`src/rtl/mvm_pkg.sv`:
```
// mvm_pkg: constants and types shared between the MVM top level and its
// result drain.
//   MVM_OWIDTH      default width of one lane result
//   MVM_NUM_OLANES  default number of result lanes per set
//   drain_state_t   read-side state of the result drain
package mvm_pkg;

    localparam int MVM_OWIDTH     = 32;
    localparam int MVM_NUM_OLANES = 8;

    typedef enum logic {
        DRAIN_IDLE   = 1'b0,
        DRAIN_STREAM = 1'b1
    } drain_state_t;

endpackage

```
`src/rtl/drain_set_buf.sv`:
```
// drain_set_buf: NUM_SETS-deep buffer of whole result sets, with write and
// read pointers that wrap modulo NUM_SETS.
//   clk, rst  clock, async active-low reset (pointers only)
//   wr_en     store wr_data into slot wr_ptr, advance wr_ptr
//   wr_data   one full result set
//   rd_adv    advance rd_ptr (set popped)
//   cur_set   set at rd_ptr (the one being streamed)
//   nxt_set   set at rd_ptr+1 (the one that follows a pop)
module drain_set_buf
    import mvm_pkg::*;
#(
    parameter int OWIDTH     = MVM_OWIDTH,
    parameter int NUM_OLANES = MVM_NUM_OLANES,
    parameter int NUM_SETS   = 4
)(
    input  logic                                  clk,
    input  logic                                  rst,
    input  logic                                  wr_en,
    input  logic [0:NUM_OLANES-1][OWIDTH-1:0]     wr_data,
    input  logic                                  rd_adv,
    output logic [0:NUM_OLANES-1][OWIDTH-1:0]     cur_set,
    output logic [0:NUM_OLANES-1][OWIDTH-1:0]     nxt_set
);

    localparam int PW = $clog2(NUM_SETS);

    logic [0:NUM_OLANES-1][OWIDTH-1:0] mem [NUM_SETS];
    logic [PW-1:0]                     wr_ptr;
    logic [PW-1:0]                     rd_ptr;

    // Data storage is never reset; the pointers alone define what is valid.
    always_ff @(posedge clk) begin
        if (wr_en)
            mem[wr_ptr] <= wr_data;
    end

    // NUM_SETS is a power of two, so natural overflow gives the wrap.
    always_ff @(posedge clk or negedge rst) begin
        if (!rst) begin
            wr_ptr <= '0;
            rd_ptr <= '0;
        end else begin
            if (wr_en)
                wr_ptr <= wr_ptr + PW'(1);
            if (rd_adv)
                rd_ptr <= rd_ptr + PW'(1);
        end
    end

    assign cur_set = mem[rd_ptr];
    assign nxt_set = mem[rd_ptr + PW'(1)];

endmodule

```
`src/rtl/mvm_result_drain.sv`:
```
// mvm_result_drain: buffers whole result sets from the MVM engine and streams
// them out one lane per beat under valid/ready handshake.
//   clk, rst     clock, async active-low reset
//   i_result     one result set, lane i in i_result[i]
//   i_valid      single-cycle pulse, i_result valid (no backpressure)
//   i_relu_en    clamp negative results to 0 as beats are loaded
//   o_data       streamed lane result
//   o_lane       lane index of o_data
//   o_valid      beat valid
//   i_ready      downstream accepts the current beat
//   o_last       beat carries the final lane of its set
//   o_count      buffered sets, including the one streaming
//   o_overflow   sticky: a set was dropped because the buffer was full
//   i_clear_ovf  clears o_overflow (a same-cycle drop takes priority)
module mvm_result_drain
    import mvm_pkg::*;
#(
    parameter int OWIDTH     = MVM_OWIDTH,
    parameter int NUM_OLANES = MVM_NUM_OLANES,
    parameter int NUM_SETS   = 4
)(
    input  logic                                  clk,
    input  logic                                  rst,
    input  logic [0:NUM_OLANES-1][OWIDTH-1:0]     i_result,
    input  logic                                  i_valid,
    input  logic                                  i_relu_en,
    output logic [OWIDTH-1:0]                     o_data,
    output logic [$clog2(NUM_OLANES)-1:0]         o_lane,
    output logic                                  o_valid,
    input  logic                                  i_ready,
    output logic                                  o_last,
    output logic [$clog2(NUM_SETS):0]             o_count,
    output logic                                  o_overflow,
    input  logic                                  i_clear_ovf
);

    localparam int LW = $clog2(NUM_OLANES);
    localparam int CW = $clog2(NUM_SETS) + 1;

    drain_state_t                      state;
    logic [LW-1:0]                     lane_q;
    logic [LW-1:0]                     lane_nxt;
    logic [0:NUM_OLANES-1][OWIDTH-1:0] cur_set;
    logic [0:NUM_OLANES-1][OWIDTH-1:0] nxt_set;
    logic                              beat;
    logic                              pop;
    logic                              full;
    logic                              wr_acc;
    logic                              drop;

    function automatic logic [OWIDTH-1:0] relu(input logic [OWIDTH-1:0] v,
                                               input logic en);
        return (en && v[OWIDTH-1]) ? '0 : v;
    endfunction

    assign beat     = o_valid & i_ready;
    assign pop      = beat & o_last;
    assign full     = (o_count == CW'(NUM_SETS));
    // A full buffer still takes a write when the head set leaves this cycle.
    assign wr_acc   = i_valid & (~full | pop);
    assign drop     = i_valid & ~wr_acc;
    assign lane_nxt = lane_q + LW'(1);
    assign o_lane   = lane_q;

    drain_set_buf #(
        .OWIDTH     (OWIDTH),
        .NUM_OLANES (NUM_OLANES),
        .NUM_SETS   (NUM_SETS)
    ) u_buf (
        .clk     (clk),
        .rst     (rst),
        .wr_en   (wr_acc),
        .wr_data (i_result),
        .rd_adv  (pop),
        .cur_set (cur_set),
        .nxt_set (nxt_set)
    );

    // Occupancy and sticky overflow.
    always_ff @(posedge clk or negedge rst) begin
        if (!rst) begin
            o_count    <= '0;
            o_overflow <= 1'b0;
        end else begin
            if (wr_acc && !pop)
                o_count <= o_count + CW'(1);
            else if (pop && !wr_acc)
                o_count <= o_count - CW'(1);

            if (drop)
                o_overflow <= 1'b1;
            else if (i_clear_ovf)
                o_overflow <= 1'b0;
        end
    end

    // Read FSM. Beat outputs are registered and only reloaded on a transfer,
    // which keeps them stable under backpressure.
    always_ff @(posedge clk or negedge rst) begin
        if (!rst) begin
            state   <= DRAIN_IDLE;
            lane_q  <= '0;
            o_valid <= 1'b0;
            o_last  <= 1'b0;
            o_data  <= '0;
        end else begin
            case (state)
                DRAIN_IDLE: begin
                    if (o_count != '0) begin
                        state   <= DRAIN_STREAM;
                        o_valid <= 1'b1;
                        lane_q  <= '0;
                        o_last  <= 1'b0;  // lane 0 is never last (NUM_OLANES >= 2)
                        o_data  <= relu(cur_set[0], i_relu_en);
                    end
                end
                DRAIN_STREAM: begin
                    if (beat) begin
                        if (o_last) begin
                            lane_q <= '0;
                            o_last <= 1'b0;
                            if (o_count > CW'(1)) begin
                                // Next set already sits behind the head.
                                o_data <= relu(nxt_set[0], i_relu_en);
                            end else if (wr_acc) begin
                                // Next set is landing this very edge; take it
                                // straight from the input to avoid a bubble.
                                o_data <= relu(i_result[0], i_relu_en);
                            end else begin
                                state   <= DRAIN_IDLE;
                                o_valid <= 1'b0;
                            end
                        end else begin
                            lane_q <= lane_nxt;
                            o_last <= (lane_nxt == LW'(NUM_OLANES - 1));
                            o_data <= relu(cur_set[lane_nxt], i_relu_en);
                        end
                    end
                end
                default: state <= DRAIN_IDLE;
            endcase
        end
    end

endmodule

```
`config.mk`:
```
export PLATFORM = sky130hd
export DESIGN_NAME = mvm_result_drain
export DESIGN_NICKNAME = d
export VERILOG_FILES = /design/src/rtl/mvm_pkg.sv /design/src/rtl/drain_set_buf.sv /design/src/rtl/mvm_result_drain.sv
export SDC_FILE = /design/constraint.sdc
export NUM_CORES = 1
export LEC_CHECK = 0
export BUFFER_PORTS_ARGS = -buffer_cell sky130_fd_sc_hd__clkbuf_2
export CAP_MARGIN = 40
export CELL_PAD_IN_SITES_DETAIL_PLACEMENT = 1
export CELL_PAD_IN_SITES_GLOBAL_PLACEMENT = 1
export CORE_AREA = 2 2 279 350
export CTS_BUF_LIST = sky130_fd_sc_hd__clkbuf_2
export CTS_CLUSTER_SIZE = 28
export DETAILED_ROUTE_END_ITERATION = 16
export DIE_AREA = 0 0 281 352
export PLACE_DENSITY = 0.66
export SLEW_MARGIN = 20
export SYNTH_ARGS = -nofsm -noshare
export SYNTH_HDL_FRONTEND = slang
export SYNTH_SLANG_ARGS = --single-unit
```
`constraint.sdc`:
```
create_clock -name clk -period 9.65 [get_ports clk]
set_input_delay 0.4825 -clock clk [delete_from_list [all_inputs] [get_ports clk]]
set_output_delay 0.4825 -clock clk [all_outputs]
set_load 0.005 [all_outputs]
```
Word level (Yosys, flattened, before mapping)
Memories as Yosys holds them, arrays and structs flattened.
Index checks and enable logic that the tools add are counted.
Widths: inputs -> output; s select.
{ "word_totals": {"romBits": 0, "ramBits": 1024, "register_bits": 46, "elab_cells": 86, "mem_count": 1, "latchBits": 0, "inputBits": 262} }
{ "classes": {"order_cmp": 2, "n_mul": 0, "n_reduce_logical": 14, "mux": 38, "shifts": 0, "n_bitwise": 9, "div_mod_pow": 0, "eq_ne": 8, "add_sub_neg": 5} }
{ "mem_list": {"columns": ["memory", "depth", "word_bits", "read_ports", "rd_ports_with_merged_regs", "wr", "line_no", "source"], "rows": [
  ["u_buf.mem", 4, 256, 2, 0, 1, "drain_set_buf.sv:27", "logic [0:NUM_OLANES-1][OWIDTH-1:0] mem [NUM_SETS];"]
]} }
{ "op_table": {"columns": ["operator", "count"], "rows": [
  ["$mux 32", 11],
  ["$bmux 32 s3", 1],
  ["$pmux 32 s2", 1],
  ["$mux 1", 16],
  ["$mux 3", 5],
  ["$ne 2x2->1 const B", 4],
  ["$add 3x1->3 const B", 2],
  ["$eq 3x3->1 const B", 2],
  ["$logic_and 1x1->1", 6],
  ["$pmux 1 s2", 3],
  ["$pmux 3 s2", 1],
  ["$reduce_and 5->1", 1],
  ["$add 2x1->2 const B", 2],
  ["$and 1x1->1", 4],
  ["$ge 4x4->1 const B", 1],
  ["$ne 4x2->1 const B", 1],
  ["$not 3->4", 1],
  ["$reduce_bool 2->1", 2],
  ["$gt 3x1->1 const B", 1],
  ["$not 1->1", 3],
  ["$reduce_and 3->1", 1],
  ["$reduce_bool 3->1", 1],
  ["$sub 3x1->3 const B", 1],
  ["$logic_not 1->1", 2],
  ["other kinds (3)", 3]
]} }

Longest topological paths before layout
{ "depth": {"ltp_word": 10, "mapped_depth": 11, "depth_no_buf": 8} }

Cells and area by module
From an unflattened synthesis, not the netlist that was laid out.
{ "hier_totals": {"cells_unflattened": 2250, "hier_area_um2": 48430.2} }
{ "modules_own_cells": {"columns": ["module", "area_each_um2", "seq_area_each_um2", "cells_each", "instances"], "rows": [
  ["drain_set_buf", 43385.4, 30849.6, 1670, 1],
  ["mvm_result_drain", 5044.8, 1051.0, 580, 1]
]} }

Worst setup path after synthesis
OpenSTA, ideal clock, no wires.
{ "synth_path": {"kind": "register to register", "from": "reg o_last", "to": "mem u_buf.mem[0][0] (netlist bit) (enable)", "slack_ns": 1.814, "path_buffers": 2, "required_ns": 9.001, "arrival_ns": 7.187, "path_stages_with_launch": 7, "cell_sequence": "dfrtp_1 -> clkbuf_1 -> nand3_1 -> and3_1 -> nor2b_1 -> clkbuf_1 -> and2_1"} }
{ "synth_between": {"elab_chain_cells": 5} }
{ "synth_lines": {"columns": ["item", "line_no", "source"], "rows": [
  ["start, declared", "mvm_result_drain.sv:31", "output logic o_last,"],
  ["start signal, assigned", "mvm_result_drain.sv:135", "o_last <= (lane_nxt == LW'(NUM_OLANES - 1));"],
  ["$and 1x1->1", "mvm_result_drain.sv:57", "assign pop = beat & o_last;"],
  ["$or 1x1->1", "mvm_result_drain.sv:60", "assign wr_acc = i_valid & (~full | pop);"],
  ["$and 1x1->1", "mvm_result_drain.sv:60", null],
  ["named net u_buf.wr_en", "drain_set_buf.sv:18", "input logic wr_en,"],
  ["$mux 1", "drain_set_buf.sv:33", "if (wr_en)"],
  ["$mux 1 (not written as such)", "drain_set_buf.sv:34", "mem[wr_ptr] <= wr_data;"],
  ["end, declared", "drain_set_buf.sv:27", null]
]} }
The timed path passes the listed nets, and every way through them passes these cells.

Final worst setup path
{ "layout_path": {"from": "reg o_last", "to": "mem u_buf.mem[2][163] (netlist bit) (enable)"} }
{ "layout_between": {"elab_chain_cells": 5} }
{ "layout_lines": {"columns": ["item", "line_no"], "rows": [
  ["$and 1x1->1", "mvm_result_drain.sv:57"],
  ["$or 1x1->1", "mvm_result_drain.sv:60"],
  ["$and 1x1->1", "mvm_result_drain.sv:60"],
  ["$mux 1", "drain_set_buf.sv:33"],
  ["$mux 1 (not written as such)", "drain_set_buf.sv:34"]
]} }
Every way passes these cells.

==> impl_results.md <==
- First-pass GRT wire length: 184 mm
- Maxcap violations: 0
- Setup TNS: 0 ns
- Clk_lat worst skew: 1.57 ns
- Avg Synthesized Cell Area: 20.8 sq um
- Crit-path max FO: 123
- Post-synthesis sequential area ratio: 74.5%
- Total power: 15.5 mW
- Root buffer cell: clkbuf_2
- GRT Total Usage: 25.4%
- Final core utilization: 56.7%
- Hold depth: 5
- RD Place Congestion: 0.777
- Min-Delay Path Class: input port to register
- Worst reg2reg path startpoint: o_last$_DFFE_PN0P_
- GR Overflow Total: 0
- Slew margin rel.: 30.2%
- FF+latch count, synth: 1070
- Drt wl/cell: 26.9 um
- Largest net degree at the start of global routing: 138
- Vias in the first global route: 28.8k
- Post-place instance area: 46200 sq um
- Critical Path RT: 10.70 ns
- Vias per inst: 5.55
- Post-synth top flop: edfxtp_1
- Ratio of cells with drive above 1 in the final layout: 33.4%
- Core Area: 95500 sq um
- Arr. time, crit path: 5.23 ns
- Area growth, synth to finish: 26.5%
- Initial antenna violation count: 21
- Ranking of synthesized cells by area: edfxtp_1 72%, mux4_2 14%, dfrtp_1 2.7%
- Number of setup buffers added after CTS: 0
- Layout Skew: 0.168 ns
- HP Start: i_result[250]
- Leakage power: 18.9 nW
- Detailed Route WL: 124 mm
- R2R depth: 6
- H-tree levels: 5
- Clk slew on worst S/H paths: 0.12 ns
- Synth async-reset ratio: 4.30%
- Max Slew Vio Count: 0
- Number of remaining DRC errors: 0
- Post-DP HPWL: 74.8 mm
- Hold Vio Cnt, Final: 0
- Final instance area: 54200 sq um
- Die width: 281 um
- Post-route minimum period: 4.19 ns
- Status: complete, no violations
- Final period util: 43.4%
- Final net count: 3392
- Port buffer count: 302
- Die H: 352 um
- Synthesized area: 42800 sq um
- Initial Util: 44.8%
- Net Count, Synth: 2335
- Post-CTS Hold Buffers: 531
- CTS tree: yes
- Final hold slack: 0.209 ns
- Cell taking the most area after synthesis: edfxtp_1
- CP Launch Type: register
- Setup CP Type: register to register
- IO Count: 303
- # clock sinks: 1070
- Routed Antenna Nets: 0
- Die ar.: 98900 sq um
- # setup viols final: 0
- CTS Buf Count: 283
- Cells after Synth: 2062
- Yosys top cell area share: 71.8%
- DRT Pass-1 Iters: 5
- CP endpoint kind: register
- Cell Pwr Density: 286 nW/um^2
- Worst Tran Pin Value: 1.05 ns
- RSZ-0062 raised after global routing: no
- CTS-repair resized insts: 0
- Synth warn: 0
- Floorplan row count: 127
- FF-to-FF setup slack: 5.46 ns
- Initial DRC count: 1882
- VDD IR-drop max: 0.253 mV
- RR Endpoint: u_buf.mem[2][163]$_DFFE_PP_
- Number of synthesized flops with an enable pin: 1024
- Vias: 25.6k
- Yosys cell types: 59
- Clock Path Buffers: 4
- FMAX: 239 MHz
- Worst Hold Endpoint: o_data[26]$_DFFE_PN0P_
==> power breakdown <==
group / leakage, nW / switching (mW) / internal [mW]
logic: 7.15 / 3.46 / 2.53
clock network: 1.87 / 1.84 / 1.20
registers: 9.92 / 0.337 / 6.14
total: 18.9 / 5.63 / 9.87
==> critical path: stages (launching register included) <==
cell and delay, ns:
dfrtp_1 0.71, nand3_1 0.27, and3_1 0.28, nor2b_1 0.47, and2_4 0.44, buf_4 0.70
buf_12 0.59
==> through the flow <==
stage | instances | worst slack (ns)
floorplan | 2062 | 1.81
global placement | 3562 | 4.39
detailed placement | 3584 | 4.27
CTS | 4593 | 4.24
global route | 4610 | 5.22
finish | 4614 | 5.46
==> metal layers <==
layer  up-vias  share of wire [%]  GRT usage [%]
li1      11000                  -              -
met4        22                2.8           9.80
met2       973                 53           44.3
met1     13400                 38           30.3
met5         -               0.11              0
met3       209                6.4           6.11
==> Yosys cell counts, types with 14 or more instances <==
| master | count |
|---|---|
| edfxtp_1 | 1024 |
| nor2_1 | 29 |
| a31oi_1 | 21 |
| o21ai_0 | 19 |
| a221oi_1 | 21 |
| a21oi_1 | 14 |
| dfrtp_1 | 46 |
| mux2i_1 | 68 |
| a22oi_1 | 21 |
| clkbuf_1 | 58 |
| buf_2 | 47 |
| nand4_1 | 53 |
| nand2_1 | 73 |
| nand2b_1 | 29 |
| a41oi_1 | 21 |
| o211ai_1 | 21 |
| o22a_1 | 21 |
| a2111oi_0 | 15 |
| mux4_2 | 273 |
| nor2b_1 | 35 |
==> cell families (layout without fill, tap and decap cells) <==
logic type	Yosys count	in the layout	share of synthesized area, %
and+or+nand+nor	251	251	3.12
DFF	1070	1070	74.5
buffers and inverters	146	1396	1.57
other	0	12	0
muxes	356	356	16.4
xor gates and xnor gates	8	8	0.181
AOI/OAI and AO/OA	220	220	3.97
adders and majority gates	11	11	0.321
==> state kept, by name, indices dropped and copies added (netlist names) <==
| signal | cells |
|---|---|
| u_buf.mem | 1024 |
| o_data | 32 |
| o_count | 3 |
| o_lane | 3 |
| u_buf.rd_ptr | 2 |
| u_buf.wr_ptr | 2 |
| o_last | 1 |
| o_overflow | 1 |
| o_valid | 1 |
| state | 1 |
==> cell type report <==
class | count | area [sq um]
fillers | 8805 | 41300
flip-flops and latches | 1070 | 31900
multi-input cells | 846 | 10300
repair buffers | 903 | 7840
clock buffers | 406 | 2030
well taps | 1290 | 1610
clock inverters | 72 | 359
inverters | 15 | 56.3
diodes | 12 | 30.0
==> worst max-delay path by stage <==
stage / from / to
final: o_last$_DFFE_PN0P_ / u_buf.mem[2][163]$_DFFE_PP_
after global routing: o_last$_DFFE_PN0P_ / u_buf.mem[2][66]$_DFFE_PP_
after CTS: o_lane[0]$_DFFE_PN0P_ / o_data[18]$_DFFE_PN0P_
after detailed placement: o_lane[0]$_DFFE_PN0P_ / o_data[18]$_DFFE_PN0P_
after global placement: o_lane[0]$_DFFE_PN0P_ / o_data[24]$_DFFE_PN0P_
after floorplan: o_last$_DFFE_PN0P_ / u_buf.mem[0][0]$_DFFE_PP_
==> cells in the final DEF, fill, tap and decap left out, types with 28 or more instances in the layout <==
cell type and count:
nand4_1 53, nor2b_1 33, edfxtp_1 1024, clkbuf_2 707
nand2b_1 29, mux2i_1 68, nand2_1 73, buf_4 36
clkinv_1 58, dlygate4sd3_1 530, dfrtp_1 43, mux4_2 273
nor2_1 28
No activity file was read; power rests on OpenSTA's default activity.
